File: config.mk
export PLATFORM = sky130hd
export DESIGN_NAME = pipe_ctrl_gen_flat
export DESIGN_NICKNAME = d
export VERILOG_FILES = /design/src/rtl/pipe_ctrl_gen_if.sv /design/src/rtl/pipe_ctrl_gen.sv /design/src/flat_wrapper.sv
export SDC_FILE = /design/constraint.sdc
export NUM_CORES = 1
export LEC_CHECK = 0
export CORE_MARGIN = 4
export CORE_UTILIZATION = 46
export CTS_BUF_LIST = sky130_fd_sc_hd__clkbuf_16
export DETAILED_ROUTE_END_ITERATION = 12
export GPL_ROUTABILITY_DRIVEN = 0
export PLACE_DENSITY = 0.9
export SYNTH_ARGS = -nofsm -noshare
export SYNTH_HDL_FRONTEND = slang
export SYNTH_SLANG_ARGS = --single-unit
File: constraint.sdc
create_clock -name clk -period 2.55 [get_ports clk]
set_input_delay 0.51 -clock clk [delete_from_list [all_inputs] [get_ports clk]]
set_output_delay 0.51 -clock clk [all_outputs]
set_load 0.01 [all_outputs]
File: src/rtl/pipe_ctrl_gen_if.sv
// Stall/flush control bundle between the pipeline and its stall/flush controller.
//   master : the controller (pipe_ctrl_gen); samples requests, drives stall/flush/redirect/status.
//   slave  : the pipeline side; drives requests and clears, consumes stall/flush/redirect/status.
// Signals:
//   stallreq[STAGES]  per-stage stall request          flush_req/flush_pc  exception redirect
//   timeout_clr       clear sticky watchdog flag       perf_clr            clear stall counter
//   stall[STAGES]     per-stage hold enable            flush/new_pc        flush pulse + redirect PC
//   stall_timeout     sticky watchdog flag             stall_cnt           saturating stall cycles
interface pipe_ctrl_gen_if #(
  parameter int unsigned STAGES = 6,
  parameter int unsigned PC_W   = 32,
  parameter int unsigned CNT_W  = 32
);
  logic [STAGES-1:0] stallreq;
  logic              flush_req;
  logic [PC_W-1:0]   flush_pc;
  logic              timeout_clr;
  logic              perf_clr;
  logic [STAGES-1:0] stall;
  logic              flush;
  logic [PC_W-1:0]   new_pc;
  logic              stall_timeout;
  logic [CNT_W-1:0]  stall_cnt;

  modport master (
    input  stallreq, flush_req, flush_pc, timeout_clr, perf_clr,
    output stall, flush, new_pc, stall_timeout, stall_cnt
  );

  modport slave (
    output stallreq, flush_req, flush_pc, timeout_clr, perf_clr,
    input  stall, flush, new_pc, stall_timeout, stall_cnt
  );
endinterface

File: src/rtl/pipe_ctrl_gen.sv
// Pipeline stall/flush controller for the in-order CPU.
// The highest requesting stage freezes itself and all upstream stages (combinational).
// An exception flush sequencer latches the redirect PC and holds flush for FLUSH_LEN cycles;
// flush activity overrides all stall requests. Also provides a sticky stall watchdog and a
// saturating count of cycles in which the PC stage is held.
// Ports:
//   clk  rising-edge clock
//   rst  asynchronous active-low reset
//   bus  pipe_ctrl_gen_if.master (requests in; stall, flush, new_pc, stall_timeout, stall_cnt out)
module pipe_ctrl_gen #(
  parameter int unsigned STAGES    = 6,
  parameter int unsigned FLUSH_LEN = 1,
  parameter int unsigned TIMEOUT   = 64,
  parameter int unsigned PC_W      = 32,
  parameter int unsigned CNT_W     = 32
) (
  input  logic             clk,
  input  logic             rst,
  pipe_ctrl_gen_if.master  bus
);

  localparam int unsigned LEN_W = (FLUSH_LEN > 1) ? $clog2(FLUSH_LEN) : 1;
  localparam int unsigned WD_W  = $clog2(TIMEOUT + 1);

  typedef enum logic {
    IDLE  = 1'b0,
    FLUSH = 1'b1
  } state_t;

  state_t            state;
  state_t            state_nxt;
  logic [LEN_W-1:0]  len_cnt;
  logic [LEN_W-1:0]  len_nxt;
  logic              flush_q;
  logic              flush_nxt;
  logic [PC_W-1:0]   new_pc_q;
  logic [PC_W-1:0]   new_pc_nxt;
  logic [WD_W-1:0]   wd_cnt;
  logic              timeout_q;
  logic [CNT_W-1:0]  perf_q;
  logic [STAGES-1:0] prio_c;
  logic [STAGES-1:0] stall_c;
  logic              flushing_c;

  // Thermometer from the highest request down to stage 0.
  always_comb begin
    prio_c = '0;
    for (int i = 0; i < int'(STAGES); i++) begin
      prio_c[i] = |(bus.stallreq >> i);
    end
  end

  // Any flush activity (new request or ongoing sequence) releases every stage.
  assign flushing_c = bus.flush_req || (state == FLUSH);
  assign stall_c    = (!rst || flushing_c) ? '0 : prio_c;

  // State register.
  always_ff @(posedge clk or negedge rst) begin
    if (!rst) state <= IDLE;
    else      state <= state_nxt;
  end

  // Next-state logic; requests arriving in FLUSH (including the exit cycle) are dropped.
  always_comb begin
    state_nxt = state;
    case (state)
      IDLE:  if (bus.flush_req)     state_nxt = FLUSH;
      FLUSH: if (len_cnt == '0)     state_nxt = IDLE;
    endcase
  end

  // Next values of the registered flush outputs and the length counter.
  always_comb begin
    flush_nxt  = flush_q;
    new_pc_nxt = new_pc_q;
    len_nxt    = len_cnt;
    case (state)
      IDLE: begin
        if (bus.flush_req) begin
          flush_nxt  = 1'b1;
          new_pc_nxt = bus.flush_pc;
          len_nxt    = LEN_W'(FLUSH_LEN - 1);
        end
      end
      FLUSH: begin
        if (len_cnt != '0) len_nxt   = len_cnt - LEN_W'(1);
        else               flush_nxt = 1'b0;
      end
    endcase
  end

  // Flush output registers.
  always_ff @(posedge clk or negedge rst) begin
    if (!rst) begin
      flush_q  <= 1'b0;
      new_pc_q <= '0;
      len_cnt  <= '0;
    end else begin
      flush_q  <= flush_nxt;
      new_pc_q <= new_pc_nxt;
      len_cnt  <= len_nxt;
    end
  end

  // Watchdog: flag trips on the edge the consecutive-stall count reaches TIMEOUT.
  always_ff @(posedge clk or negedge rst) begin
    if (!rst) begin
      wd_cnt    <= '0;
      timeout_q <= 1'b0;
    end else if (bus.timeout_clr) begin
      wd_cnt    <= '0;
      timeout_q <= 1'b0;
    end else if (stall_c == '0) begin
      wd_cnt    <= '0;
    end else begin
      if (wd_cnt != WD_W'(TIMEOUT)) wd_cnt <= wd_cnt + WD_W'(1);
      if (wd_cnt >= WD_W'(TIMEOUT - 1)) timeout_q <= 1'b1;
    end
  end

  // Saturating count of cycles with the PC stage held.
  always_ff @(posedge clk or negedge rst) begin
    if (!rst)                              perf_q <= '0;
    else if (bus.perf_clr)                 perf_q <= '0;
    else if (stall_c[0] && (perf_q != '1)) perf_q <= perf_q + CNT_W'(1);
  end

  assign bus.stall         = stall_c;
  assign bus.flush         = flush_q;
  assign bus.new_pc        = new_pc_q;
  assign bus.stall_timeout = timeout_q;
  assign bus.stall_cnt     = perf_q;

endmodule

File: src/flat_wrapper.sv
// flat-port wrapper written by rule: the top's interface ports become plain ports
module pipe_ctrl_gen_flat 
#(
  parameter int unsigned STAGES    = 6,
  parameter int unsigned FLUSH_LEN = 1,
  parameter int unsigned TIMEOUT   = 64,
  parameter int unsigned PC_W      = 32,
  parameter int unsigned CNT_W     = 32
)
  (clk, rst, bus_stallreq, bus_flush_req, bus_flush_pc, bus_timeout_clr, bus_perf_clr, bus_stall, bus_flush, bus_new_pc, bus_stall_timeout, bus_stall_cnt);
  pipe_ctrl_gen_if #(.STAGES(STAGES), .PC_W(PC_W), .CNT_W(CNT_W)) bus_i ();
  input  logic clk;
  input  logic rst;
  input wire logic [$bits(bus_i.stallreq)-1:0] bus_stallreq;
  input wire logic [$bits(bus_i.flush_req)-1:0] bus_flush_req;
  input wire logic [$bits(bus_i.flush_pc)-1:0] bus_flush_pc;
  input wire logic [$bits(bus_i.timeout_clr)-1:0] bus_timeout_clr;
  input wire logic [$bits(bus_i.perf_clr)-1:0] bus_perf_clr;
  output wire logic [$bits(bus_i.stall)-1:0] bus_stall;
  output wire logic [$bits(bus_i.flush)-1:0] bus_flush;
  output wire logic [$bits(bus_i.new_pc)-1:0] bus_new_pc;
  output wire logic [$bits(bus_i.stall_timeout)-1:0] bus_stall_timeout;
  output wire logic [$bits(bus_i.stall_cnt)-1:0] bus_stall_cnt;
  assign bus_i.stallreq = bus_stallreq;
  assign bus_i.flush_req = bus_flush_req;
  assign bus_i.flush_pc = bus_flush_pc;
  assign bus_i.timeout_clr = bus_timeout_clr;
  assign bus_i.perf_clr = bus_perf_clr;
  assign bus_stall = bus_i.stall;
  assign bus_flush = bus_i.flush;
  assign bus_new_pc = bus_i.new_pc;
  assign bus_stall_timeout = bus_i.stall_timeout;
  assign bus_stall_cnt = bus_i.stall_cnt;
  pipe_ctrl_gen #(.STAGES(STAGES), .FLUSH_LEN(FLUSH_LEN), .TIMEOUT(TIMEOUT), .PC_W(PC_W), .CNT_W(CNT_W)) u_core (.clk(clk), .rst(rst), .bus(bus_i));
endmodule
# Word level (Yosys, flattened, before mapping)
# Cells that the tools add are included.
# classes
n_reduce_logical	16
n_eq_ne	5
n_bitwise	1
n_lt_le_gt_ge	1
mux	18
add_sub_neg	3
# op_table
op	count
$mux W32	2
$add A32 B1 Y32 const B	1
$ne A32 B32 Y1 const B	1
$mux W7	3
$mux W1	9
$add A7 B1 Y7 const B	1
$ge A7 B6 Y1 const B	1
$ne A7 B7 Y1 const B	1
$logic_not A6 Y1	1
$mux W6	1
$ne A2 B2 Y1 const B	3
$pmux W1 S2	3
$reduce_and A2 Y1	3
$reduce_or A6 Y1	1
$reduce_or A5 Y1	1
$reduce_bool A2 Y1	2
$reduce_or A4 Y1	1
$reduce_bool A3 Y1	1
$reduce_or A3 Y1	1
$logic_or A1 B1 Y1	2
$reduce_or A2 Y1	1
$logic_and A1 B1 Y1	1
$logic_not A1 Y1	1
$not A1 Y1	1
$sub A1 B1 Y1 const B	1
# word_totals
output_inout_bits	72
ff_bits	75
in_bits	43

# Longest topological paths before layout
# Gate-level depths: netlist of run 1.
# logic_depth
ltp_word	6
mapped_depth	9
depth_no_buf	6

# Worst setup path before layout of run 1
# OpenSTA, ideal clock, no wires.
# synth_timing
path_type	register -> register
from	reg u_core.perf_q[0] (netlist: u_core.bus.stall_cnt[0])
to	reg u_core.perf_q[15] (netlist: u_core.bus.stall_cnt[15])
period_less_slack_ps	2264
setup_slack_ps	286
path_stages_with_launch	9
t_arrival_ps	2136
t_required_ps	2423
path_cell_list	dfrtp_1 ha_1 and4_1 buf_2 and4_1 buf_2 a311oi_4 and4_1 mux2_1
# synth_between
elab_chain_len	3
word_cells_on_any_way	6
# synth_lines
element	line	rtl
start: declaration	pipe_ctrl_gen.sv:40	logic [CNT_W-1:0] perf_q;
start signal: assignment	pipe_ctrl_gen.sv:125	else if (stall_c[0] && (perf_q != '1)) perf_q <= perf_q + CNT_W'(1);
$add A32 B1 Y32 or $ne A32 B32 Y1 (tied branches)	pipe_ctrl_gen.sv:125	
$mux W32 or $logic_and A1 B1 Y1 (tied branches)	pipe_ctrl_gen.sv:125	
$mux W32 or $reduce_bool A2 Y1 (tied branches)	--	
# Several ways; a longest one is shown, not always the timed one. The select of a mux whose other input is x is not followed.
# A chain may end at the register's enable or synchronous reset.

# Worst setup path in the final report of run 1
# layout_timing
from	in bus_flush_req
to	out bus_stall[0]
# layout_between
elab_chain_len	3
# layout_lines
element	line	rtl
start: declaration	flat_wrapper.sv:15	input wire logic [$bits(bus_i.flush_req)-1:0] bus_flush_req;
$logic_or A1 B1 Y1	pipe_ctrl_gen.sv:54	assign flushing_c = bus.flush_req || (state == FLUSH);
$logic_or A1 B1 Y1	pipe_ctrl_gen.sv:55	assign stall_c = (!rst || flushing_c) ? '0 : prio_c;
$mux W6	pipe_ctrl_gen.sv:55	
end: declaration	flat_wrapper.sv:19	output wire logic [$bits(bus_i.stall)-1:0] bus_stall;
# Every way passes these cells.

==> results of run 1 <==
==> what timing repair did <==
item	CTS	global route
endpoints found under the setup margin	6	1
hold buffers	0	0
resized for setup	8	1
hold endpoints to repair	0	0
buffers inserted	0	0
==> worst max-delay path, cell delays in order <==
cell and delay (ps):
clkdlybuf4s50_1 420, or3b_4 440, a21o_4 230, clkinv_8 50, dlygate4sd2_1 260
==> cell type report <==
cell class,instances,area (µm²)
clock inverter,7,141
tap,99,124
inverter,9,46.3
fill,534,2130
sequential,74,1850
multi-input combinational,221,1590
clock buffer,9,225
timing repair buffer,135,1300
==> sequential cells by signal, summed over array words and instances (netlist names) <==
name,cells
u_core.bus.flush,1
u_core.wd_cnt,7
u_core.state,1
u_core.bus.stall_cnt,32
u_core.bus.new_pc,32
u_core.bus.stall_timeout,1
==> worst min-delay path by stage <==
stage / start / cells after the start / slack [ps] / to
after detailed placement: u_core.state$_DFF_PN0_ / 1 / 480 / u_core.bus.flush$_DFFE_PN0P_
final: rst / 2 / 430 / u_core.bus.flush$_DFFE_PN0P_
after global placement: u_core.state$_DFF_PN0_ / 1 / 460 / u_core.bus.flush$_DFFE_PN0P_
after floorplan: rst / 0 / 210 / u_core.bus.flush$_DFFE_PN0P_
after CTS: rst / 2 / 460 / u_core.bus.flush$_DFFE_PN0P_
after global routing: u_core.state$_DFF_PN0_ / 1 / 500 / u_core.bus.flush$_DFFE_PN0P_
==> through the flow <==
step | hold WS, ps | util | area, µm² | TNS (ps)
2_1_floorplan | 214 | - | 3570 | 0
3_3_place_gp | 464 | 0.663 | 4910 | -1980
3_5_place_dp | 479 | 0.663 | 4910 | -3340
4_1_cts | 463 | 0.713 | 5280 | 0
5_1_grt | 505 | 0.713 | 5280 | 0
6_report | 428 | 0.713 | 5280 | 0
==> kinds of logic after synthesis <==
| family | count (synthesis) | share of synthesized area |
|---|---|---|
| simple gates | 115 | 0.175 |
| flops | 74 | 0.519 |
| compound gates | 47 | 0.0937 |
| mux | 37 | 0.117 |
| buf+inv | 27 | 0.0379 |
| xor+xnor | 19 | 0.0467 |
| fa+ha+maj | 3 | 0.0105 |
==> where the power goes <==
| group | internal, µW | switching (µW) | leakage [µW] |
|---|---|---|---|
| registers | 1260 | 45.6 | 0.000956 |
| clock network | 1050 | 483 | 0.000177 |
| logic | 285 | 179 | 0.00105 |
==> metal layers <==
metal,vias to the layer above,track usage,share of wire
li1,1426,-,-
met1,1484,0.255,0.39
met2,129,0.357,0.51
met3,18,0.0586,0.070
met4,0,0.103,0.022
met5,-,0,0
==> placed cells by master, fill, tap and decap left out, types with 8 or more instances in the layout <==
| cell | netlist | final |
|---|---|---|
| a21oi_1 | 16 | 16 |
| a311oi_1 | 9 | 9 |
| buf_4 | 0 | 20 |
| clkbuf_16 | 0 | 9 |
| clkdlybuf4s50_1 | 0 | 107 |
| dfrtp_1 | 74 | 74 |
| inv_1 | 8 | 8 |
| mux2_2 | 33 | 33 |
| nand3_1 | 16 | 16 |
| nand4_1 | 11 | 11 |
| nor2_1 | 33 | 33 |
| nor3_1 | 8 | 8 |
| o21ai_0 | 9 | 9 |
| or3_1 | 10 | 10 |
| xnor2_1 | 13 | 13 |
==> out/metrics.yaml, run 1 <==
clock_skew_ps: 4.11
syn_area_mm2: 0.00357
cts.clk_slew.worst_paths_ps: 60
hold_class: "in2async"
avgSynthCellArea_um2: 11.1
p_leak_uw: 0.00219
firstDrtPassIters: 4
nets: 496
coreArea_mm2: 0.00741
synthArstFlopShare: 1.00
arrival_ps: 1910
initialDrtViolationCount: 165
cts_htree_levels: 3
dp.cells: 538
syn_to_final_growth_pct: 48.1
avgViaCountPerCell: 5.52
tightest_slew_ps: 899
gr-total-overflow: 0
cts_inserted_buffers: 9
antenna_found_initial: 0
slew_headroom: 0.401
clk_path_buf_depth: 2
worst_slack_ps: 130
netlist.top_cell.by_area: "dfrtp_1"
cp_max_fo: 6
fmax_ghz: 0.413
antenna_cells: 0
synth_edf_count: 0
reg2reg_from: "u_core.bus.stall_cnt[0]$_DFFE_PN0P_"
power_density_mw_per_mm2: 625
synthTopCellsByCount: "dfrtp_1 (74), mux2_2 (33), nor2_1 (33)"
finalPower_uw: 3300
grt_pass1_wl_mm: 15.2
pin_count: 115
die_area_mm2: 0.00922
hold_viol: 0
postSynthCellCount: 322
maxSlewViolCount: 0
cts_root_buffer: "clkbuf_16"
grt_start_max_net_pins: 75
grt_pass1_vias: 3137
cts_tree: "done"
antenna_left: 0
synth.top_cell.area_share: 0.519
die_h_um: 96.0
wl_mm: 9.13
drive_above_1_share: 0.185
ff2ff_setup_slack_ps: 240
cp-endpoint: "bus_stall[0]"
worstSetupStartpointType: "input port"
startpoint: "bus_flush_req"
yosysSeqAreaShare: 0.519
dp_slack_ps: -286
initial_utilization: 0.481
hpwl_mm: 6.50
portBuffers: 114
cp-end-kind: "primary output"
reg2reg_to: "u_core.bus.stall_cnt[27]$_DFFE_PN0P_"
period_needed_ps: 2420
clkSinkCount: 74
synth_seq_cells: 74
peakVddDrop_v: 0.000500
insertion_delay_ps: 330
synth_ff_type: "dfrtp_1"
synth.most_common_cell: "dfrtp_1"
period_share: 0.949
drc: 0
rsz0062_at_grt: "false"
syn-num-nets: 368
ys_warn_count: 0
dieWidth_um: 96.0
vias: 3057
rr_worst_depth: 6
synthTopCellsByArea: "dfrtp_1 (52%), mux2_2 (10%), nor2_1 (3.5%)"
synth_cell_types: 42
worstSetupPathType: "in2out"
grt.total_usage: 0.214
setup_viol: 0
crit_required_ps: 2040
num_rows: 31
detail_route.wl_per_cell_um: 16.5
maxCapViolations: 0
stdcell_count: 554
status: "complete, no violations"
Note: power is estimated with default switching activity, not from simulation.
==> run 2, diff against run 1 <==
--- a/config.mk
+++ b/config.mk
@@ -5,6 +5,7 @@
 export SDC_FILE = /design/constraint.sdc
 export NUM_CORES = 1
 export LEC_CHECK = 0
+export CORE_ASPECT_RATIO = 1.25
 export CORE_MARGIN = 4
 export CORE_UTILIZATION = 46
 export CTS_BUF_LIST = sky130_fd_sc_hd__clkbuf_16
==> run 2 against run 1 <==
Clock skew rose by 4.1 ps. Utilization is 1.7 points lower. Clock power down 23%. Sequential cell count unchanged. Setup slack lost 45 ps. Register-to-register slack improved by 30 ps. Highest routed layer unchanged. Final cell count down 1.8%.
==> out/metrics.yaml, run 2 (synthesized netlist as in run 1, its figures left out) <==
status: "complete, no violations"  # unchanged
num_rows: 35  # was 31
arrival_ps: 1950  # was 1910 ps
gr-total-overflow: 0  # unchanged
detail_route.wl_per_cell_um: 17.4  # was 16.5 µm
antenna_found_initial: 0  # unchanged
syn_to_final_growth_pct: 45.3  # was 48.1%
nets: 494  # was 496
worstSetupPathType: "in2out"  # unchanged
coreArea_mm2: 0.00744  # was 0.00741 mm²
fmax_ghz: 0.406  # was 0.413 GHz
power_density_mw_per_mm2: 571  # was 625 mW/mm²
cts.clk_slew.worst_paths_ps: 60  # about the same
p_leak_uw: 0.00213  # was 0.00219 µW
cts_tree: "done"  # unchanged
final_cell_mix: "clkdlybuf4s50_1 (107), dfrtp_1 (74), nor2_1 (33), mux2_2 (33), buf_4 (18)"  # was clkdlybuf4s50_1 (107), dfrtp_1 (74), nor2_1 (33), mux2_2 (33), buf_4 (20)
final_common_cell: "clkdlybuf4s50_1"  # unchanged
post_cts_buffers: 0  # unchanged
post_cts_resize_count: 9  # was 8
initial_utilization: 0.479  # was 0.481
wl_met1_mm: 3.49  # was 3.59 mm
dp.cells: 529  # was 538
finalPower_uw: 2960  # was 3300 µW
vias: 3056  # was 3057
clkSinkCount: 74  # unchanged
cts_inserted_buffers: 9  # unchanged
maxCapViolations: 0  # unchanged
antenna_left: 0  # unchanged
die_area_mm2: 0.00923  # was 0.00922 mm²
cts_root_buffer: "clkbuf_16"  # unchanged
firstDrtPassIters: 4  # unchanged
grt_start_max_net_pins: 75  # unchanged
clock_skew_ps: 8.22  # was 4.11 ps
slew_headroom: 0.378  # was 0.401
hold_class: "in2async"  # unchanged
worstSetupStartpointType: "input port"  # unchanged
stdcell_count: 544  # was 554
rsz0062_at_grt: "false"  # unchanged
wl_mm: 9.45  # was 9.13 mm
hold_viol: 0  # unchanged
maxSlewViolCount: 0  # unchanged
clk_path_buf_depth: 2  # unchanged
hpwl_mm: 6.81  # was 6.50 mm
dieWidth_um: 86.8  # was 96.0 µm
insertion_delay_ps: 330  # about the same
cp_max_fo: 5  # was 6
cts_hold_buf: 0  # unchanged
drc: 0  # unchanged
initialDrtViolationCount: 197  # was 165
crit_required_ps: 2040  # about the same
pin_count: 115  # unchanged
wl_met3_um: 586  # was 639 µm
drive_above_1_share: 0.175  # was 0.185
tns_ps: 0  # unchanged
fin_util: 0.696  # was 0.713
grt_pass1_vias: 3132  # was 3137
peakVddDrop_v: 0.000462  # was 0.000500 V
period_needed_ps: 2460  # was 2420 ps
cts_htree_levels: 3  # unchanged
grt.total_usage: 0.213  # was 0.214
antenna_cells: 0  # unchanged
cp-end-kind: "primary output"  # unchanged
highest_layer: "met4"  # unchanged
die_h_um: 106  # was 96.0 µm
avgViaCountPerCell: 5.62  # was 5.52
tightest_slew_ps: 932  # was 899 ps
setup_viol: 0  # unchanged
period_share: 0.967  # was 0.949
portBuffers: 114  # unchanged
grt_pass1_wl_mm: 15.3  # was 15.2 mm
wl_met2_mm: 5.12  # was 4.70 mm
-- run 2: final cells by class --
class                   count  area, µm²
multi-input cells         221       1590
well taps                  92        115
flip-flops and latches     74       1850
repair buffers            133       1300
fillers                   544       2260
inverters                   9       46.3
clock buffers               9        225
clock inverters             6       51.3
-- run 2: power breakdown --
part	switching, µW	internal (µW)	leakage, µW
combinational	183	284	0.00103
sequential	46.1	1260	0.000956
clock	451	737	0.000145
-- run 2: layer usage --
layer | vias to the layer above | track usage
met4 | 0 | 0.104
met2 | 107 | 0.379
met5 | - | 0
li1 | 1415 | -
met1 | 1515 | 0.233
met3 | 19 | 0.0481
-- run 2: final timing paths --
path                                                           from                                   end  slack, ps  cells past startpoint
min in group clk                  u_core.bus.new_pc[18]$_DFFE_PN0P_     u_core.bus.new_pc[18]$_DFFE_PN0P_        500                      1
worst min register to register    u_core.bus.new_pc[18]$_DFFE_PN0P_     u_core.bus.new_pc[18]$_DFFE_PN0P_        500                      1
max in group asynchronous                                       rst      u_core.bus.new_pc[3]$_DFFE_PN0P_       1490                      2
worst max-delay path                                  bus_flush_req                          bus_stall[1]         90                      5
worst min-delay path                                            rst  u_core.bus.stall_cnt[10]$_DFFE_PN0P_        430                      2
worst max register to register  u_core.bus.stall_cnt[0]$_DFFE_PN0P_  u_core.bus.stall_cnt[31]$_DFFE_PN0P_        270                      6
-- run 2: critical path, stage by stage --
cell	delay, ps
clkdlybuf4s50_1	460
or3b_4	430
buf_4	160
a21oi_1	130
clkdlybuf4s15_1	260
-- run 2: metrics by stage --
stage          area [µm²]  hold WS (ps)  worst slack [ps]
2_1_floorplan        3570           214               286
3_3_place_gp         4900           454              -167
3_5_place_dp         4900           479              -234
4_1_cts              5180           482              67.7
5_1_grt              5180           516              9.37
6_report             5180           432              85.2
==> run 3, diff against run 2 <==
--- a/config.mk
+++ b/config.mk
@@ -11,7 +11,7 @@
 export CTS_BUF_LIST = sky130_fd_sc_hd__clkbuf_16
 export DETAILED_ROUTE_END_ITERATION = 12
 export GPL_ROUTABILITY_DRIVEN = 0
-export PLACE_DENSITY = 0.9
+export PLACE_DENSITY = 0.8
 export SYNTH_ARGS = -nofsm -noshare
 export SYNTH_HDL_FRONTEND = slang
 export SYNTH_SLANG_ARGS = --single-unit
==> run 3 against run 2 <==
Maximum frequency rose by 2.3%. Final cell count is 0.74% higher. Clock skew about the same. Sequential share of layout area fell by 0.30 points. Sequential cell count unchanged. Design area rose by 0.84%. Critical endpoint is now bus_stall[2].
==> out/metrics.yaml, run 3 (synthesized netlist as in run 1, its figures left out) <==
syn_to_final_growth_pct: 46.6  # was 45.3%
initial_utilization: 0.479  # unchanged
reg2reg_from: "u_core.bus.stall_cnt[0]$_DFFE_PN0P_"  # unchanged
cp_cell_sequence: "clkdlybuf4s50_1 > or3b_4 > buf_4 > a21oi_1 > dlygate4sd2_1"  # was clkdlybuf4s50_1 > or3b_4 > buf_4 > a21oi_1 > clkdlybuf4s15_1
hpwl_mm: 6.65  # was 6.81 mm
tightest_slew_ps: 600  # was 932 ps
nFillCells: 569  # was 544
worstSetupPathType: "in2out"  # unchanged
hold_class: "in2async"  # unchanged
arrival_ps: 1900  # was 1950 ps
rr_worst_depth: 6  # unchanged
cts_tree: "done"  # unchanged
wl_mm: 9.24  # was 9.45 mm
antenna_left: 0  # unchanged
final_area_mm2: 0.00523  # was 0.00518 mm²
final_cell_mix: "clkdlybuf4s50_1 (107), dfrtp_1 (74), nor2_1 (33), mux2_2 (33), buf_4 (23)"  # was clkdlybuf4s50_1 (107), dfrtp_1 (74), nor2_1 (33), mux2_2 (33), buf_4 (18)
setup_viol: 0  # unchanged
antenna_cells: 0  # unchanged
ff2ff_setup_slack_ps: 250  # was 270 ps
critPathTopFamily: "buffers and inverters"  # unchanged
path_buf_inv: 3  # unchanged
placed_cell_area_mm2: 0.00490  # about the same
detail_route.wl_per_cell_um: 16.9  # was 17.4 µm
antenna_found_initial: 0  # unchanged
max_stage_delay_ps: 430  # was 460 ps
finalPower_uw: 3130  # was 2960 µW
initialDrtViolationCount: 95  # was 197
p_leak_uw: 0.00215  # was 0.00213 µW
period_share: 0.945  # was 0.967
vias: 3034  # was 3056
cts.clk_slew.worst_paths_ps: 60  # about the same
dieWidth_um: 86.8  # unchanged
drc: 0  # unchanged
dp.cells: 532  # was 529
hold_viol: 0  # unchanged
reg2reg_to: "u_core.bus.stall_cnt[27]$_DFFE_PN0P_"  # was u_core.bus.stall_cnt[31]$_DFFE_PN0P_
maxSlewViolCount: 0  # unchanged
grt_start_max_net_pins: 47  # was 75
fmax_ghz: 0.415  # was 0.406 GHz
avgViaCountPerCell: 5.54  # was 5.62
post_cts_buffers: 0  # unchanged
rsz0062_at_grt: "false"  # unchanged
final_common_cell: "clkdlybuf4s50_1"  # unchanged
period_needed_ps: 2410  # was 2460 ps
crit_required_ps: 2040  # about the same
die_h_um: 106  # unchanged
pin_count: 115  # unchanged
firstDrtPassIters: 4  # unchanged
maxCapViolations: 0  # unchanged
die_area_mm2: 0.00923  # unchanged
num_rows: 35  # unchanged
cts_inserted_buffers: 9  # unchanged
stdcell_count: 548  # was 544
peakVddDrop_v: 0.000373  # was 0.000462 V
grt_pass1_vias: 3201  # was 3132
nets: 497  # was 494
worstSetupStartpointType: "input port"  # unchanged
slew_headroom: 0.599  # was 0.378
cts_root_buffer: "clkbuf_16"  # unchanged
tns_ps: 0  # unchanged
status: "complete, no violations"  # unchanged
power_density_mw_per_mm2: 599  # was 571 mW/mm²
clk_path_buf_depth: 2  # unchanged
gr-total-overflow: 0  # unchanged
portBuffers: 114  # unchanged
cts_htree_levels: 3  # unchanged
coreArea_mm2: 0.00744  # unchanged
drive_above_1_share: 0.189  # was 0.175
clock_skew_ps: 7.90  # was 8.22 ps
cp_slowest_cell: "clkdlybuf4s50_1"  # unchanged
cp_max_fo: 5  # unchanged
insertion_delay_ps: 330  # about the same
fin_util: 0.702  # was 0.696
clkSinkCount: 74  # unchanged
grt.total_usage: 0.212  # was 0.213
grt_pass1_wl_mm: 15.5  # was 15.3 mm
cp-end-kind: "primary output"  # unchanged
-- run 3: cell count changes in the layout (fill, tap and decap cells not counted) --
cell / change
buf_4: +5
clkinvlp_4: +3
buf_12: -2
clkdlybuf4s15_1: -2
clkinv_2: -2
dlygate4sd2_1: +2
inv_1: -2
inv_6: +2
bufinv_16: +1
clkinv_1: -1
-- run 3: through the flow --
stage / setup slack (ps) / hold WS, ps
2_1_floorplan: 286 / 214
4_1_cts: 128 / 229
6_report: 141 / 209
5_1_grt: 52.5 / 240
3_5_place_dp: -186 / 459
3_3_place_gp: -140 / 455
-- run 3: how the worst max path moves through the flow --
stage                                              from                                    to  slack, ps  depth (start not counted)
floorplan           u_core.bus.stall_cnt[0]$_DFFE_PN0P_  u_core.bus.stall_cnt[15]$_DFFE_PN0P_        290                          8
global placement                          bus_flush_req                          bus_stall[0]       -140                          5
detailed placement                        bus_flush_req  u_core.bus.stall_cnt[27]$_DFFE_PN0P_       -190                          8
CTS                                       bus_flush_req                          bus_stall[2]        130                          5
global route                              bus_flush_req                          bus_stall[2]         50                          5
finish                                    bus_flush_req                          bus_stall[2]        140                          5
-- run 3: final cells by class --
class,count,area [µm²],share of cell area
Sequential cell,74,1850,0.354
Tap cell,92,115,0.0220
Clock inverter,7,100,0.0192
Timing Repair Buffer,136,1300,0.248
Multi-Input combinational cell,221,1590,0.305
Clock buffer,9,225,0.0431
Inverter,9,46.3,0.00886
-- run 3: metal layers --
metal	track usage	vias to the layer above	wire, µm
met5	0	-	0
met4	0.0913	0	205
met3	0.0357	20	444
met2	0.375	87	5060
met1	0.249	1506	3530
li1	-	1421	-
-- run 3: power breakdown --
group / leakage [µW] / internal, µW / switching (µW)
Clock: 0.000149 / 863 / 504
Combinational: 0.00104 / 283 / 181
Sequential: 0.000956 / 1260 / 44.1
-- run 3: what timing repair did --
| item | CTS | global route |
|---|---|---|
| setup endpoints to repair | 6 | 0 |
| hold buffers | 0 | 0 |
| gates resized for setup | 9 | 0 |
